===== src/rtl/oob_device_control.sv =====
// oob_device_control: device-side SATA OOB responder for a GTP endpoint.
// Waits for host COMRESET, answers COMINIT, waits for host COMWAKE and
// answers COMWAKE, then sends ALIGN until the host returns ALIGNs, sends
// SYNC and declares linkup. After linkup the link-layer TX data is passed
// to the GTP and the GTP RX data is passed back to the link layer.
//
// Ports:
//   clk, reset (async, active-high)
//   rx_locked, gen2, rxstatus[2:0], rxelecidle, rxbyteisaligned
//   rx_datain[15:0], rx_charisk[1:0]          GTP receive side
//   tx_datain[15:0], tx_chariskin             link-layer transmit side
//   txcomstart, txcomtype, txelecidle         GTP OOB controls
//   tx_dataout[15:0], tx_charisk              to GTP (1-cycle registered)
//   rx_dataout[15:0], rx_charisk_out          to link layer (registered)
//   rxreset, linkup, CurrentState_out[3:0], align_det_out, timeout_out
//
// Build option: define OOB_DEV_RETRY_EN to make an ALIGN-phase timeout
// re-issue COMINIT directly instead of waiting for a new COMRESET.

module oob_device_control #(
    parameter int          ALIGN_DET_NUM = 3,
    parameter logic [17:0] ALIGN_TIMEOUT = 18'h01000,
    parameter logic [17:0] WAIT_TIMEOUT  = 18'h203AD,
    parameter logic [17:0] QUIET_CYCLES  = 18'h00040,
    parameter logic [17:0] SYNC_CYCLES   = 18'h00010
) (
    input  logic        clk,
    input  logic        reset,
    input  logic        rx_locked,
    input  logic        gen2,
    input  logic [2:0]  rxstatus,
    input  logic        rxelecidle,
    input  logic        rxbyteisaligned,
    input  logic [15:0] rx_datain,
    input  logic [1:0]  rx_charisk,
    input  logic [15:0] tx_datain,
    input  logic        tx_chariskin,
    output logic        txcomstart,
    output logic        txcomtype,
    output logic        txelecidle,
    output logic [15:0] tx_dataout,
    output logic        tx_charisk,
    output logic [15:0] rx_dataout,
    output logic [1:0]  rx_charisk_out,
    output logic        rxreset,
    output logic        linkup,
    output logic [3:0]  CurrentState_out,
    output logic        align_det_out,
    output logic        timeout_out
);

    localparam logic [15:0] ALIGN_LO = 16'h4ABC;
    localparam logic [15:0] ALIGN_HI = 16'h7B4A;
    localparam logic [15:0] SYNC_LO  = 16'h957C;
    localparam logic [15:0] SYNC_HI  = 16'hB5B5;
    localparam logic [15:0] D10_2    = 16'h4A4A;

    localparam logic [17:0] CINIT_G1 = 18'h000A2;
    localparam logic [17:0] CINIT_G2 = 18'h00144;
    localparam logic [17:0] CWAKE_G1 = 18'h0009B;
    localparam logic [17:0] CWAKE_G2 = 18'h00136;

    localparam logic [3:0] ALIGN_NUM_MAX = 4'(ALIGN_DET_NUM);

    typedef enum logic [3:0] {
        DEV_WAIT_COMRESET = 4'd0,
        DEV_WAIT_QUIET    = 4'd1,
        DEV_COMINIT       = 4'd2,
        DEV_WAIT_COMWAKE  = 4'd3,
        DEV_COMWAKE       = 4'd4,
        DEV_WAIT_DIALTONE = 4'd5,
        DEV_SEND_ALIGN    = 4'd6,
        DEV_SEND_SYNC     = 4'd7,
        LINK_READY        = 4'd8
    } state_t;

`ifdef OOB_DEV_RETRY_EN
    localparam state_t ALIGN_ABORT = DEV_COMINIT;
`else
    localparam state_t ALIGN_ABORT = DEV_WAIT_COMRESET;
`endif

    state_t      r_state;
    state_t      w_next_state;
    logic [17:0] r_count;
    logic [15:0] r_rx_datain_r1;
    logic [1:0]  r_rx_charisk;
    logic [3:0]  r_align_num;
    logic        r_align_phase;
    logic        r_linkup;
    logic [15:0] r_tx_data;
    logic        r_tx_k;

    logic        w_comreset;
    logic        w_comwake;
    logic        w_override;
    logic        w_align_det;
    logic        w_align_word;
    logic        w_state_chg;
    logic        w_counting;
    logic        w_timeout;
    logic        w_rxreset;
    logic [17:0] w_cominit_len;
    logic [17:0] w_comwake_len;
    logic [15:0] w_tx_data;
    logic        w_tx_k;

    assign w_comreset    = (rxstatus == 3'b100);
    assign w_comwake     = (rxstatus == 3'b010);
    assign w_cominit_len = gen2 ? CINIT_G2 : CINIT_G1;
    assign w_comwake_len = gen2 ? CWAKE_G2 : CWAKE_G1;

    // ALIGN primitive arrives as 4ABC followed by 7B4A
    assign w_align_det  = (rx_datain == ALIGN_HI) &&
                          (r_rx_datain_r1 == ALIGN_LO) &&
                          rxbyteisaligned;
    assign w_align_word = (rx_datain == ALIGN_LO) ||
                          (rx_datain == ALIGN_HI);

    // A host COMRESET restarts the handshake from any post-COMINIT state
    assign w_override = w_comreset &&
                        (r_state inside {DEV_WAIT_COMWAKE, DEV_COMWAKE,
                                         DEV_WAIT_DIALTONE, DEV_SEND_ALIGN,
                                         DEV_SEND_SYNC, LINK_READY});

    assign w_counting = r_state inside {DEV_WAIT_QUIET, DEV_COMINIT,
                                        DEV_WAIT_COMWAKE, DEV_COMWAKE,
                                        DEV_SEND_ALIGN, DEV_SEND_SYNC};

    assign w_state_chg = (w_next_state != r_state);

    always_ff @(posedge clk or posedge reset) begin
        if (reset) begin
            r_state <= DEV_WAIT_COMRESET;
        end else begin
            r_state <= w_next_state;
        end
    end

    always_comb begin
        w_next_state = r_state;
        w_timeout    = 1'b0;
        w_rxreset    = 1'b0;
        case (r_state)
            DEV_WAIT_COMRESET: begin
                if (rx_locked && w_comreset)
                    w_next_state = DEV_WAIT_QUIET;
            end
            DEV_WAIT_QUIET: begin
                if (r_count == QUIET_CYCLES)
                    w_next_state = DEV_COMINIT;
            end
            DEV_COMINIT: begin
                if (r_count == w_cominit_len)
                    w_next_state = DEV_WAIT_COMWAKE;
            end
            DEV_WAIT_COMWAKE: begin
                if (w_comwake) begin
                    w_next_state = DEV_COMWAKE;
                end else if (r_count == WAIT_TIMEOUT) begin
                    w_next_state = DEV_WAIT_COMRESET;
                    w_timeout    = 1'b1;
                end
            end
            DEV_COMWAKE: begin
                if (r_count == w_comwake_len)
                    w_next_state = DEV_WAIT_DIALTONE;
            end
            DEV_WAIT_DIALTONE: begin
                if (!rxelecidle) begin
                    w_next_state = DEV_SEND_ALIGN;
                    w_rxreset    = 1'b1;
                end
            end
            DEV_SEND_ALIGN: begin
                if (r_align_num == ALIGN_NUM_MAX) begin
                    w_next_state = DEV_SEND_SYNC;
                end else if (r_count == ALIGN_TIMEOUT) begin
                    w_next_state = ALIGN_ABORT;
                    w_timeout    = 1'b1;
                end
            end
            DEV_SEND_SYNC: begin
                if (r_count == SYNC_CYCLES)
                    w_next_state = LINK_READY;
            end
            LINK_READY: begin
                w_next_state = LINK_READY;
            end
            default: begin
                w_next_state = DEV_WAIT_COMRESET;
            end
        endcase
        if (w_override) begin
            w_next_state = DEV_WAIT_QUIET;
            w_timeout    = 1'b0;
            w_rxreset    = 1'b0;
        end
    end

    // Quiet period restarts while the host keeps signalling COMRESET
    always_ff @(posedge clk or posedge reset) begin
        if (reset) begin
            r_count <= '0;
        end else if (w_state_chg) begin
            r_count <= '0;
        end else if (r_state == DEV_WAIT_QUIET && w_comreset) begin
            r_count <= '0;
        end else if (w_counting) begin
            r_count <= r_count + 18'd1;
        end
    end

    always_ff @(posedge clk or posedge reset) begin
        if (reset) begin
            r_align_num <= '0;
        end else if (w_state_chg || !w_align_word) begin
            r_align_num <= '0;
        end else if (w_align_det && r_align_num != ALIGN_NUM_MAX) begin
            r_align_num <= r_align_num + 4'd1;
        end
    end

    always_ff @(posedge clk or posedge reset) begin
        if (reset) begin
            r_align_phase <= 1'b0;
        end else if (r_state == DEV_SEND_ALIGN) begin
            r_align_phase <= ~r_align_phase;
        end else begin
            r_align_phase <= 1'b0;
        end
    end

    always_ff @(posedge clk or posedge reset) begin
        if (reset) begin
            r_linkup <= 1'b0;
        end else begin
            r_linkup <= (r_state == LINK_READY) && !rxelecidle;
        end
    end

    // SYNC pairs use the count parity; it is zero on entry to the state
    always_comb begin
        w_tx_data = D10_2;
        w_tx_k    = 1'b0;
        if (r_linkup) begin
            w_tx_data = tx_datain;
            w_tx_k    = tx_chariskin;
        end else if (r_state == DEV_SEND_ALIGN) begin
            w_tx_data = r_align_phase ? ALIGN_HI : ALIGN_LO;
            w_tx_k    = ~r_align_phase;
        end else if (r_state == DEV_SEND_SYNC) begin
            w_tx_data = r_count[0] ? SYNC_HI : SYNC_LO;
            w_tx_k    = ~r_count[0];
        end
    end

    always_ff @(posedge clk or posedge reset) begin
        if (reset) begin
            r_tx_data      <= '0;
            r_tx_k         <= 1'b0;
            r_rx_datain_r1 <= '0;
            r_rx_charisk   <= '0;
        end else begin
            r_tx_data      <= w_tx_data;
            r_tx_k         <= w_tx_k;
            r_rx_datain_r1 <= rx_datain;
            r_rx_charisk   <= rx_charisk;
        end
    end

    always_comb begin
        txcomstart = 1'b0;
        txcomtype  = 1'b0;
        txelecidle = 1'b1;
        case (r_state)
            DEV_COMINIT: begin
                txcomstart = 1'b1;
            end
            DEV_COMWAKE: begin
                txcomstart = 1'b1;
                txcomtype  = 1'b1;
            end
            DEV_SEND_ALIGN, DEV_SEND_SYNC, LINK_READY: begin
                txelecidle = 1'b0;
            end
            default: begin
            end
        endcase
    end

    assign tx_dataout       = r_tx_data;
    assign tx_charisk       = r_tx_k;
    assign rx_dataout       = r_rx_datain_r1;
    assign rx_charisk_out   = r_rx_charisk;
    assign rxreset          = w_rxreset;
    assign linkup           = r_linkup;
    assign CurrentState_out = r_state;
    assign align_det_out    = w_align_det;
    assign timeout_out      = w_timeout;

endmodule

===== config.mk =====
export PLATFORM = sky130hd
export DESIGN_NAME = oob_device_control
export DESIGN_NICKNAME = d
export VERILOG_FILES = /design/src/rtl/oob_device_control.sv
export SDC_FILE = /design/constraint.sdc
export NUM_CORES = 1
export LEC_CHECK = 0
export BUFFER_PORTS_ARGS = -buffer_cell sky130_fd_sc_hd__buf_2
export CAP_MARGIN = 40
export CORE_MARGIN = 2
export CORE_UTILIZATION = 40
export DETAILED_ROUTE_END_ITERATION = 10
export GPL_ROUTABILITY_DRIVEN = 1
export SLEW_MARGIN = 20
export SYNTH_ARGS = -nofsm -noshare
export SYNTH_HDL_FRONTEND = slang
export SYNTH_SLANG_ARGS = --single-unit

===== constraint.sdc =====
create_clock -name clk -period 3.17 [get_ports clk]
set_input_delay 0.4755 -clock clk [delete_from_list [all_inputs] [get_ports clk]]
set_output_delay 0.4755 -clock clk [all_outputs]
set_load 0.01 [all_outputs]

==> out/results.txt, run 1 <==
The final core area utilization came out at 51.2%. On the critical path, the stage with the largest delay is an instance of sky130_fd_sc_hd__dfrtp_1. Once the floorplan was initialized, standard cells occupied 41.4% of the core. After global routing, the most crowded layer is met2. The max-slew violation total from the final report is 0. For the count of buffers added by post-CTS timing repair for setup, the log shows 0.

For the number of ports placed on the die boundary, the log shows 90. Measured along the x axis, the die boundary spans 96.3 µm. Count of maximum capacitance violations: 0.

Maximum ir drop on the vdd rail: 0.276 mV. STA classifies the critical path startpoint as a flop. Setup total negative slack on the finished layout was measured at 0 ps. The shortest clock period the worst path allows after layout was 2780 ps.

The total count of hold-check failures in the final report is 0, and the clock skew is 13.3 ps. Setup violations remaining at the end of the flow were counted as 0. The number of instances in the synthesized netlist was 358; the fraction of met3 tracks used by global routing was 5.87%. The aggregate routed wire length was 8750 µm; the count of buffers from port buffering was 89. The count of yosys warnings during synthesis was 0; the largest stage delay on the critical path was 480 ps.

The cell depth of the worst flop-to-flop path came out at 8. The global-route track usage on met1 was 27.2%. The via total after detailed routing is 3054. The endpoint identified for the worst register-to-register timing path is r_align_num[1]. The tools report the post-detailed-route DRC marker count as 0.

The signal on the critical path passes through inv_1, ha_1, nor4b_2, and2_1, nand4_1, nor3_1, o21a_1, buf_2. The run gives 0 as the number of antenna violations at the first check in global routing. The count of nets left with antenna violations once routing finished came out at 0. Compared with the post-synthesis result, the final layout area differs by 23.6%.

TritonCTS built the clock tree. In this run the critical register-to-register path is launched from CurrentState_out[1]. The remaining global-route overflow came out at 0. After synthesis, the share of flip-flops with an asynchronous set or reset is 100%.

The power density relative to cell area was 603 mW/mm²; the standard cell core area was 0.00822 mm². The flow ran to the end, and the final reports show no timing, DRC or antenna violations. The tree built by TritonCTS fans out to 63 sinks.

For flop-to-flop paths, the worst setup slack is 450 ps. The first routing iteration left 190 violations. The most critical setup path has its startpoint at r_count[0].

The run gives 0.359 GHz as the fmax. The maximum fanout along the worst path was 10. The number of nets handed over by synthesis was 406. In this run the worst setup path terminates at timeout_out.

For this run, the leading register cell type out of synthesis is sky130_fd_sc_hd__dfrtp_1. The overall die area came out at 0.00927 mm². Root buffer selected by CTS: sky130_fd_sc_hd__clkbuf_8.

Of the cells placed in the final design, the portion with a size suffix greater than 1 is 29.9%. The final cycle utilization of the critical path was 87.8%. At the pin with the least slew margin, the transition time is 785 ps. The via count of the first global-routing pass is 2850.

The antenna diode count is 0, and the count of flip-flops with a built-in enable after synthesis is 0. Entering global routing, the biggest net connects 40 pins. The floorplan has 33 rows. CTS built an H-tree with a depth of 3. Post-synthesis sequential element count: 63.

TritonCTS created 9 clock buffers. For this run, global-route usage on met2 was measured as 31.0%. Measured against its own limit, the worst slew margin works out to 47.6%. The wire-length estimate of the detail-placed layout is 6350 µm. Counting the fill cells in the layout gives 786.

Counting distinct cell types in the post-synthesis netlist gives 58. The leakage power is 1.95 nW. STA classifies the critical path endpoint as an output port. The per-cell routed wire length is 15.7 µm. Portion of the post-synthesis area used by sequential elements: 46.3%.

The min-delay analysis places its worst path in the category input pin to asynchronous set/reset pin. The clock transition at the registers of the reported paths was 80 ps. In this run, post-CTS hold repair placed 0 buffers. The first TritonRoute pass finished after 4 iterations.

The worst setup path is of the flop to output port kind. Setup repair after global routing left no endpoint under its margin. The latest clock arrival within the worst-skew pair was 340 ps; the required time at the endpoint of the critical path was 2690 ps. The tools report the footprint of the multi-input gates as 0.00169 mm². The synthesized netlist occupies a cell area of 0.00340 mm². Routed via count divided by cell count: 5.48. For the number of instances resized during post-cts repair, the log shows 0. The area occupied by registers is 0.00158 mm², and the final net count is 495. For the worst setup path, the data arrival time is 2310 ps. The first global-routing pass estimated 14100 µm of wire. In this run the mean area of a mapped cell was 9.51 µm². For this run, the total global-route usage over all layers was measured as 20.2%.

The tools report the global placer's final weighted congestion as 0.886. Across all hold checks on the routed design, the worst slack comes to 114 ps. No sink is reached through more buffers than the 2 on the longest clock path. The die span in y is 96.3 µm.
routing by layer:
layer  up-vias  routed length (µm)
met5         -                   0
met4         0                  95
met3         6                 458
met2        78                4110
met1      1484                4080
li1       1486                   -
registers in the layout, summed over array words and instances (netlist names):
register / count
tx_dataout: 16
r_count: 18
r_align_num: 4
linkup: 1
tx_charisk: 1
r_align_phase: 1
CurrentState_out: 4
rx_charisk_out: 2
rx_dataout: 16
final cells by class:
class                      instances  share of cell area (%)
multi-input combinational        262                    40.2
tap                              105                    3.12
sequential                        63                    37.5
clock inverter                     6                    1.61
timing repair buffer             101                    13.5
clock buffer                      10                    3.27
inverter                          10                   0.892
how the worst min path moves through the flow:
stage,start,end,slack (ps),depth (start not counted)
floorplan,r_align_phase,r_align_phase,460,1
global placement,r_align_phase,r_align_phase,490,1
detailed placement,r_align_phase,r_align_phase,490,1
CTS,rx_charisk[0],rx_charisk_out[0],220,1
global route,reset,tx_dataout[15],110,2
finish,reset,tx_dataout[15],110,2
stage by stage:
stage               total power [mW]  std cells  area (µm²)  setup WS [ps]
floorplan                       1.53        358        3400            814
global placement                1.83        540        3980            491
detailed placement              1.83        540        3980            472
CTS                             2.57        556        4180            359
global route                    2.70        557        4210            171
finish                          2.54        557        4210            388
cell usage after synthesis, drive strengths merged (4+ instances only):
library cell   n  area share (%)
nand2         27             3.0
a211oi         4            0.88
nor2b          9             1.7
nand4          9             1.7
nor3b         14             3.1
dfrtp         63              46
o21ai         17             2.5
nand3         12             1.8
and2           5            0.92
o21a           5             1.1
clkbuf        14             1.5
and3          10             1.8
ha             4             1.5
buf            9             1.6
inv           10             1.1
xor2           7             1.8
a21o           5             1.1
nor4          14             3.7
o211ai         4            0.88
or2            5            0.92
nor3          23             3.7
nor2          20             2.2
xnor2          5             1.3
a21oi         24             3.5
cell families (layout without fill, tap and decap cells):
logic type | Yosys count | after routing | share of synthesized area (%)
flip-flops | 63 | 63 | 46.3
adder cells (fa/ha/maj) | 4 | 4 | 1.47
buffers and inverters | 33 | 127 | 4.26
AO/OA/AOI/OAI | 75 | 75 | 13.9
AND/OR/NAND/NOR | 169 | 169 | 30.4
XOR/XNOR | 12 | 12 | 3.09
multiplexers | 2 | 2 | 0.625
cell usage in the layout (no fill, tap or decap), drive strengths merged, types with 7 or more instances in the layout:
| cell | netlist | layout |
|---|---|---|
| a21oi | 24 | 24 |
| and3 | 10 | 10 |
| buf | 9 | 101 |
| clkbuf | 14 | 10 |
| dfrtp | 63 | 63 |
| inv | 10 | 11 |
| nand2 | 27 | 27 |
| nand3 | 12 | 12 |
| nand4 | 9 | 9 |
| nor2 | 20 | 20 |
| nor2b | 9 | 9 |
| nor3 | 23 | 23 |
| nor3b | 14 | 14 |
| nor4 | 14 | 14 |
| o21ai | 17 | 17 |
| xor2 | 7 | 7 |
report_power, final:
group	internal [mW]	switching (mW)	total [mW]
clock network	0.387	0.331	0.718
registers	0.850	0.0671	0.917
logic	0.332	0.571	0.903
critical path: cells and delay by family, from the launching register on:
family / cells / cell delay [ps]
buffers and inverters: 2 / 280
AO/OA/AOI/OAI: 1 / 160
flip-flops: 1 / 480
adder cells (fa/ha/maj): 1 / 160
AND/OR/NAND/NOR: 4 / 890
No activity file was read; power rests on OpenSTA's default activity.
==> inputs of run 2 (changes only) <==
==> constraint.sdc (replaced) <==
create_clock -name clk -period 3.2 [get_ports clk]
set_input_delay 0.48 -clock clk [delete_from_list [all_inputs] [get_ports clk]]
set_output_delay 0.48 -clock clk [all_outputs]
set_load 0.01 [all_outputs]
==> out/results.txt, run 2 (same netlist as run 1, synthesis figures left out) <==
The run finished with clean final reports. The clock buffer count from CTS came out at 9 (unchanged). The worst setup slack after layout is 368 ps (was 388 ps). The logs give 0 (unchanged) for the count of buffers added by post-CTS timing repair for setup and 51.1% (was 51.2%) for the final core area utilization.

The initial DRC count came out at 204 (was 190). For the maximum level of the CTS H-tree, the log shows 3 (unchanged). Slew at the pin with the worst max-slew slack: 754 ps (was 785 ps). The die span in y was 96.3 µm (unchanged). The max-slew violation total from the final report was 0 (unchanged); the clock transition at the registers of the reported paths was 70 ps (was 80 ps). The number of placement rows was 33 (unchanged); the cell depth of the worst flop-to-flop path was 10 (was 8). For the antenna diode count, the log shows 0 (unchanged). Worst setup path category: flop to output port (unchanged). Most common cell after layout, fill and taps aside: sky130_fd_sc_hd__buf_2 (unchanged). For the first-pass GRT wire length, the log shows 13900 µm (was 14100 µm). The aggregate routed wire length was 8580 µm (was 8750 µm); the post-detailed-route DRC marker count was 0 (unchanged). For the clock skew, the log shows 9.33 ps (was 13.3 ps).

The tools report the setup TNS after final layout as 0 ps (unchanged). The count of buffers from port buffering is 89 (unchanged). The reg-to-reg startpoint is r_count[0] (was CurrentState_out[1]). Setup repair after global routing left no endpoint under its margin.

The overall die width is 96.3 µm (unchanged), and the maximum ir drop on the vdd rail is 0.215 mV (was 0.276 mV). The worst slack on hold paths is 249 ps (was 114 ps), and the count of placed standard cells including taps is 540 (unchanged). Estimated wirelength of the detail-placed design: 6210 µm (was 6350 µm). The required time at the endpoint of the critical path is 2720 ps (was 2690 ps), and the data arrival time at the worst-slack endpoint is 2350 ps (was 2310 ps).

The fraction of final layout cells with drive strength greater than 1 is 29.8% (was 29.9%). Number of instances resized during post-cts repair: 0 (unchanged). The count of maximum capacitance violations was 0 (unchanged). The type of element capturing the critical path was an output port (unchanged).

The tools report the root buffer selected by CTS as sky130_fd_sc_hd__clkbuf_8 (unchanged). The leakage power is 1.95 nW (about the same), and the routed via count divided by cell count is 5.45 (was 5.48). The starting density of the core is 41.4% (unchanged). Worst relative slew slack: 49.6% (was 47.6%). The run gives 0 (unchanged) as the total count of hold-check failures in the final report. The type of origin of the critical path was a flop (unchanged).

TritonCTS built the clock tree. Standard cell core area: 0.00822 mm² (unchanged). After layout, the minimum clock period comes to 2830 ps. The global placer's final weighted congestion is 0.879 (was 0.886). The maximum fanout along the worst path is 10 (unchanged), and the final cycle utilization of the critical path is 88.5%. The power density relative to cell area was 594 mW/mm² (was 603 mW/mm²); the non-filler instance count after layout was 558 (was 557). The count of nets left with antenna violations after detail routing was 0 (unchanged); the latest clock arrival within the worst-skew pair was 340 ps (about the same). Commonest cells after routing, fill and taps aside: 89 x sky130_fd_sc_hd__buf_2, 63 x sky130_fd_sc_hd__dfrtp_1, 27 x sky130_fd_sc_hd__nand2_1 (unchanged). Clock sink count: 63 (unchanged).

The number of antenna violations at the first check in global routing is 0 (unchanged). Area added between synthesis and finish: 23.4% (was 23.6%). The largest buffer count on any clock path is 2 (unchanged). Remaining global-route overflow: 0 (unchanged).

The tools report the final net count as 496 (was 495). The tools report the overall die area as 0.00927 mm² (unchanged). The hold-fix buffer count after cts is 0 (unchanged), and the maximum number of pins on one net before global-route repair is 38 (was 40). The final total power was 2.49 mW (was 2.54 mW). For the final design area excluding fillers, the log shows 0.00420 mm² (was 0.00421 mm²). The capture point of the critical path was timeout_out (unchanged). The first-pass iteration count of the detailed router came out at 4 (unchanged).

For the number of ports placed on the die boundary, the log shows 90 (unchanged). The class of the tightest hold or removal check is input pin to flop (was input pin to asynchronous set/reset pin). The worst setup timing slack at the placement stage was 459 ps (was 472 ps). The via total after detailed routing came out at 3039 (was 3054). The per-cell routed wire length is 15.4 µm (was 15.7 µm), and the overall fraction of global-route tracks in use is 19.4% (was 20.2%). For the fmax, the log shows 0.353 GHz. The tools report the endpoint of the lowest-slack register-to-register path as r_count[4] (was r_align_num[1]). Largest register by flop count: r_count (unchanged). The number of flip-flops under the largest register name was 18 (unchanged).

The via count of the first global-routing pass was 2893 (was 2850). Timing startpoint of the critical path: r_count[0] (unchanged). The worst reg-to-reg setup slack came out at 440 ps (was 450 ps). The standard cell area after detailed placement is 0.00398 mm² (unchanged). The number of setup violations in the final report came out at 0 (unchanged).
==> run 2: cell type report <==
cell class | count | area (µm²)
clock inverter | 7 | 72.6
inverter | 10 | 37.5
timing repair buffer | 102 | 571
sequential | 63 | 1580
fill | 786 | 4010
tap | 105 | 131
multi-input combinational | 262 | 1690
clock buffer | 9 | 124
==> run 2: power breakdown <==
group | internal [mW] | switching (mW)
clock | 0.361 | 0.331
combinational | 0.329 | 0.569
sequential | 0.842 | 0.0631
==> run 2: metal layers <==
metal / part of all wire [%] / vias to the layer above / GRT usage (%)
met5: 0 / - / 0
met4: 0.91 / 0 / 6.90
met3: 5.6 / 9 / 3.92
met2: 47 / 86 / 30.9
met1: 47 / 1459 / 26.1
li1: - / 1485 / -
==> run 2: worst min path at each step <==
| stage | cells past startpoint | endpoint | slack [ps] | startpoint |
|---|---|---|---|---|
| CTS | 1 | rx_charisk_out[0] | 230 | rx_charisk[0] |
| detailed placement | 1 | r_align_phase | 480 | r_align_phase |
| global route | 1 | rx_charisk_out[0] | 220 | rx_charisk[0] |
| finish | 1 | rx_charisk_out[0] | 250 | rx_charisk[0] |
| floorplan | 1 | r_align_phase | 460 | r_align_phase |
| global placement | 1 | r_align_phase | 490 | r_align_phase |
==> run 2: critical path, cell delays in order (launching register included) <==
cell                      delay [ps]
sky130_fd_sc_hd__dfrtp_1         490
sky130_fd_sc_hd__inv_1           160
sky130_fd_sc_hd__ha_1            160
sky130_fd_sc_hd__nor4b_2         330
sky130_fd_sc_hd__and2_1          210
sky130_fd_sc_hd__nand4_1         180
sky130_fd_sc_hd__nor3_1          210
sky130_fd_sc_hd__o21a_1          160
sky130_fd_sc_hd__buf_2           130
